<file path="src/rtl/sipo_frame_ctrl.sv">
// Frame sequencer for a SIPO shift register.
// Clears, shifts WIDTH bits on a prescaled enable, captures, then hands off.
module sipo_frame_ctrl #(
  parameter int WIDTH    = 8,
  parameter int TICK_DIV = 50_000_000
) (
  input  logic                       clk,
  input  logic                       rst,
  input  logic                       start,
  input  logic [WIDTH-1:0]           sipo_q,
  output logic                       sipo_clr,
  output logic                       sipo_shift,
  output logic                       busy,
  output logic [$clog2(WIDTH+1)-1:0] bit_cnt,
  output logic [WIDTH-1:0]           frame_data,
  output logic                       frame_valid,
  input  logic                       frame_ready,
  output logic                       overrun
);

  localparam int CW = $clog2(WIDTH + 1);
  localparam int PW = (TICK_DIV > 1) ? $clog2(TICK_DIV) : 1;
  localparam logic [PW-1:0] PMAX = PW'(TICK_DIV - 1);
  localparam logic [CW-1:0] WMAX = CW'(WIDTH - 1);

  typedef enum logic [1:0] {
    IDLE,
    CLEAR,
    SHIFT,
    CAPTURE
  } state_t;

  state_t          state, state_n;
  logic [PW-1:0]   pre, pre_n;
  logic [CW-1:0]   cnt_n;
  logic            clr_n, shift_n, busy_n;
  logic            valid_n, ovr_n;
  logic [WIDTH-1:0] data_n;

  always_ff @(posedge clk) begin
    if (rst) begin
      state       <= IDLE;
      pre         <= '0;
      bit_cnt     <= '0;
      sipo_clr    <= 1'b0;
      sipo_shift  <= 1'b0;
      busy        <= 1'b0;
      frame_data  <= '0;
      frame_valid <= 1'b0;
      overrun     <= 1'b0;
    end else begin
      state       <= state_n;
      pre         <= pre_n;
      bit_cnt     <= cnt_n;
      sipo_clr    <= clr_n;
      sipo_shift  <= shift_n;
      busy        <= busy_n;
      frame_data  <= data_n;
      frame_valid <= valid_n;
      overrun     <= ovr_n;
    end
  end

  always_comb begin
    state_n = state;
    pre_n   = pre;
    cnt_n   = bit_cnt;
    clr_n   = 1'b0;
    data_n  = frame_data;
    valid_n = frame_valid;
    ovr_n   = overrun;
    if (frame_valid && frame_ready)
      valid_n = 1'b0;
    unique case (state)
      IDLE: begin
        if (start) begin
          state_n = CLEAR;
          clr_n   = 1'b1;
          cnt_n   = '0;
          pre_n   = '0;
        end
      end
      CLEAR: begin
        state_n = SHIFT;
        pre_n   = '0;
      end
      SHIFT: begin
        if (pre == PMAX) begin
          pre_n = '0;
          cnt_n = bit_cnt + CW'(1);
          if (bit_cnt == WMAX)
            state_n = CAPTURE;
        end else begin
          pre_n = pre + PW'(1);
        end
      end
      CAPTURE: begin
        data_n  = sipo_q;
        valid_n = 1'b1;
        // Overwriting a word nobody took is the only overrun case
        if (frame_valid && !frame_ready)
          ovr_n = 1'b1;
        state_n = IDLE;
      end
    endcase
    // Outputs are registered, so decode them from the next state
    shift_n = (state_n == SHIFT) && (pre_n == PMAX);
    busy_n  = (state_n != IDLE);
  end

endmodule

</file>
<file path="config.mk">
export PLATFORM = sky130hd
export DESIGN_NAME = sipo_frame_ctrl
export DESIGN_NICKNAME = d
export VERILOG_FILES = /design/src/rtl/sipo_frame_ctrl.sv
export SDC_FILE = /design/constraint.sdc
export NUM_CORES = 1
export LEC_CHECK = 0
export BUFFER_PORTS_ARGS = -buffer_cell sky130_fd_sc_hd__buf_2
export CORE_ASPECT_RATIO = 1.1
export CORE_MARGIN = 4
export CORE_UTILIZATION = 45
export CTS_CLUSTER_SIZE = 24
export DETAILED_ROUTE_END_ITERATION = 10
export SLEW_MARGIN = 10
export SYNTH_ARGS = -nofsm -noshare
export SYNTH_HDL_FRONTEND = slang
export SYNTH_SLANG_ARGS = --single-unit
</file>
<file path="constraint.sdc">
create_clock -name clk -period 2.6 [get_ports clk]
set_input_delay 0.13 -clock clk [delete_from_list [all_inputs] [get_ports clk]]
set_output_delay 0.13 -clock clk [all_outputs]
set_load 0.03 [all_outputs]
</file>
==> impl_metrics.tcl <==
set metrics [dict create \
    crit_type "reg -> reg" \
    final_common_cell "nor2_1" \
    startpoint_type "flop" \
    grt_pass1_wl_um 11700 \
    hold_ws_ns 0.0537 \
    cp_cell_sequence "inv_1 -> ha_1 -> nand2b_1 -> nor2b_1 -> buf_4 -> nand2_1 -> mux2i_1 -> or4_1 -> nor4_2 -> and4_1" \
    muxShareOfSynthArea_pct 4.30 \
    rr_startpoint "state[0]" \
    powerDensity_mw_per_mm2 675 \
    synth-seq-cells 45 \
    worst_slew_pin_slew_ns 0.516 \
    synth_xor_area_share_pct 1.03 \
    outcome "finished, final reports clean" \
    syn_nets 342 \
    synth_compound_area_share_pct 19.1 \
    num_rows 28 \
    hold_class "in -> reg" \
    routed_wl_um 6910 \
    peakVddDrop_mv 0.461 \
    rr_worst_depth 10 \
    critPathCaptureType "flop" \
    layout_common_cells "nor2_1, dfxtp_1, nand2_1" \
    route.detailed.drc 0 \
    io-pin-count 29 \
    clock_latency_ns 0.31 \
    cts_sinks 45 \
    fin_crit_sh_pct 94.0 \
    hold_violations 0 \
    crit_fanout 16 \
    via_per_inst 5.79 \
    area_delta_synth_final_pct 16.5 \
    design.die.area_mm2 0.00696 \
    multi_input_area_mm2 0.00155 \
    dr.pass1.iters 4 \
    grt_max_degree 28 \
    core_area_mm2 0.00547 \
    syn_avg_cell_area_um2 7.88 \
    cts_tree "yes" \
    dp_hpwl_um 4990 \
    post_drt_wl_per_cell_um 16.0 \
    ff2ff_setup_slack_ns 0.16 \
    slew_violations 0 \
    cts_root_buf "clkbuf_8" \
    cts.hold.buffers_added 0 \
    crit_family "simple AND/OR/NAND/NOR gates" \
    antennaDiodeCount 0 \
    cts_made_buffers 5 \
    die_x_um 79.9 \
    grt_util_all_layers_pct 21.1 \
    placed_area_mm2 0.00283 \
    relSlewSlack_pct 65.6 \
    grt_pass1_vias 2409 \
    syn_area_mm2 0.00256 \
    hold_start "sipo_q[4]" \
    antenna_found_initial 0 \
    antenna_left 0 \
    stdcell_area_mm2 0.00298 \
    timing.rr.end "sipo_shift" \
    synthSimpleGateAreaFrac_pct 32.7 \
    max_cap_violations 0 \
    clock_skew_ns 0.00421 \
    cp.required_ns 2.86 \
    ys_types 57 \
    port_buffers 28 \
    drive_gt1_share_pct 22.6 \
    total_power_uw 2010 \
    synth_edf_count 0 \
    initial_utilization_pct 46.9 \
    synth_adder_area_share_pct 2.44 \
    dieHeight_um 87.1 \
    synth_flop_cell "dfxtp_1" \
    num-nets-final 374 \
    finalNonFillerCells 433 \
    crit_buf_inv 2 \
    rsz0062_at_grt "no" \
    placed_cells 424 \
    setup_violations 0 \
    globalplace.congestion 0.968 \
    fin_crit_ns 2.44 \
    grt_overflow 0 \
    clk_path_buf_depth 2 \
    async_flop_share_pct 0 \
    max_freq_mhz 409 \
    crit_arrival_ns 2.70 \
    fillCellCount 539 \
    vias 2507 \
    path_clk_slew_ns 0.09 \
    dr.first_iter.drc_count 213 \
    p_leak_uw 0.00110 \
    seq_area_um2 911 \
    htreeDepth 2 \
    fin_setup_tns_ns 0 \
    critical_path.max_stage_delay_ns 0.58 \
    synth_top_family_by_area "simple AND/OR/NAND/NOR gates" \
    yosysWarnings 0 \
    cp_slowest_cell "or4_1" \
    min_path_cells 3 \
    min_to "frame_data[4]" \
    seq_area_frac_synth_pct 35.2 \
    syn-instance-count 325 \
]
-- synth_stat cells (4+ instances only) --
| master | instances | area, µm² |
|---|---|---|
| nand4_1 | 10 | 62.6 |
| and3_1 | 4 | 25.0 |
| mux2i_1 | 11 | 110 |
| buf_2 | 11 | 55.1 |
| nand2_1 | 31 | 116 |
| buf_1 | 4 | 15.0 |
| or3_1 | 5 | 31.3 |
| nor3_1 | 12 | 60.1 |
| nor2_1 | 39 | 146 |
| dfxtp_1 | 45 | 901 |
| o21ai_0 | 19 | 95.1 |
| nand2b_1 | 6 | 37.5 |
| nor2b_1 | 9 | 56.3 |
| a31oi_1 | 5 | 31.3 |
| ha_1 | 5 | 62.6 |
| a21oi_1 | 24 | 120 |
| nand3_1 | 14 | 70.1 |
| nor4_1 | 7 | 43.8 |
| inv_1 | 5 | 18.8 |
| clkbuf_1 | 6 | 22.5 |
-- state kept, by name, indices dropped and copies added (netlist names) --
register     cells
pre             26
busy             1
sipo_clr         1
frame_data       8
sipo_shift       1
state            2
bit_cnt          4
frame_valid      1
overrun          1
-- power by group --
part           switching [µW]  internal, µW
Combinational             449           254
Sequential               27.6           732
Clock                     262           288
-- worst max-delay path by stage --
stage | startpoint | end | slack, ns | depth (start not counted)
2_1_floorplan | pre[1] | sipo_shift | 0.39 | 10
3_3_place_gp | pre[0] | sipo_shift | 0.05 | 8
5_1_grt | pre[1] | sipo_shift | 0.001 | 10
4_1_cts | pre[1] | sipo_shift | 0.02 | 8
3_5_place_dp | pre[1] | sipo_shift | -0.04 | 8
6_report | state[0] | sipo_shift | 0.16 | 10
-- repair_timing --
| action | in CTS | in global routing |
|---|---|---|
| endpoints found under the setup margin | 1 | 1 |
| pin swaps | 0 | 3 |
| setup buffers | 0 | 1 |
| gates resized for setup | 1 | 11 |
-- final cells by class --
type                       count  area share, %
clock buffer                   5           2.31
inverter                       5          0.629
timing repair buffer          49           9.98
clock inverter                 3           1.55
sequential                    45           30.5
multi-input combinational    251           51.8
tap                           75           3.15
-- logic make-up after synthesis --
family | after synthesis
adder cells (fa/ha/maj) | 5
buffers and inverters | 29
AND/OR/NAND/NOR | 156
multiplexers | 11
flip-flops | 45
XOR/XNOR | 3
AO/OA/AOI/OAI | 76
-- worst min-delay path: stages --
cell	delay, ns
buf_2	0.07
mux2i_1	0.05
nor2_1	0.07
-- routing by layer --
metal / global-route usage [%] / vias up / share of wire [%]
li1: - / 1249 / -
met1: 26.4 / 1167 / 44
met2: 35.4 / 77 / 49
met3: 4.35 / 14 / 5.3
met4: 8.14 / 0 / 1.7
met5: 0 / - / 0
-- per-stage QoR --
stage                     utilization (%)  worst slack, ns
after global placement               51.8           0.0471
after CTS                            54.0           0.0197
after global routing                 54.6          0.00119
after detailed placement             51.8          -0.0351
final                                54.6            0.156
after floorplan                         -            0.388
Power figures use the tool's default switching activity.
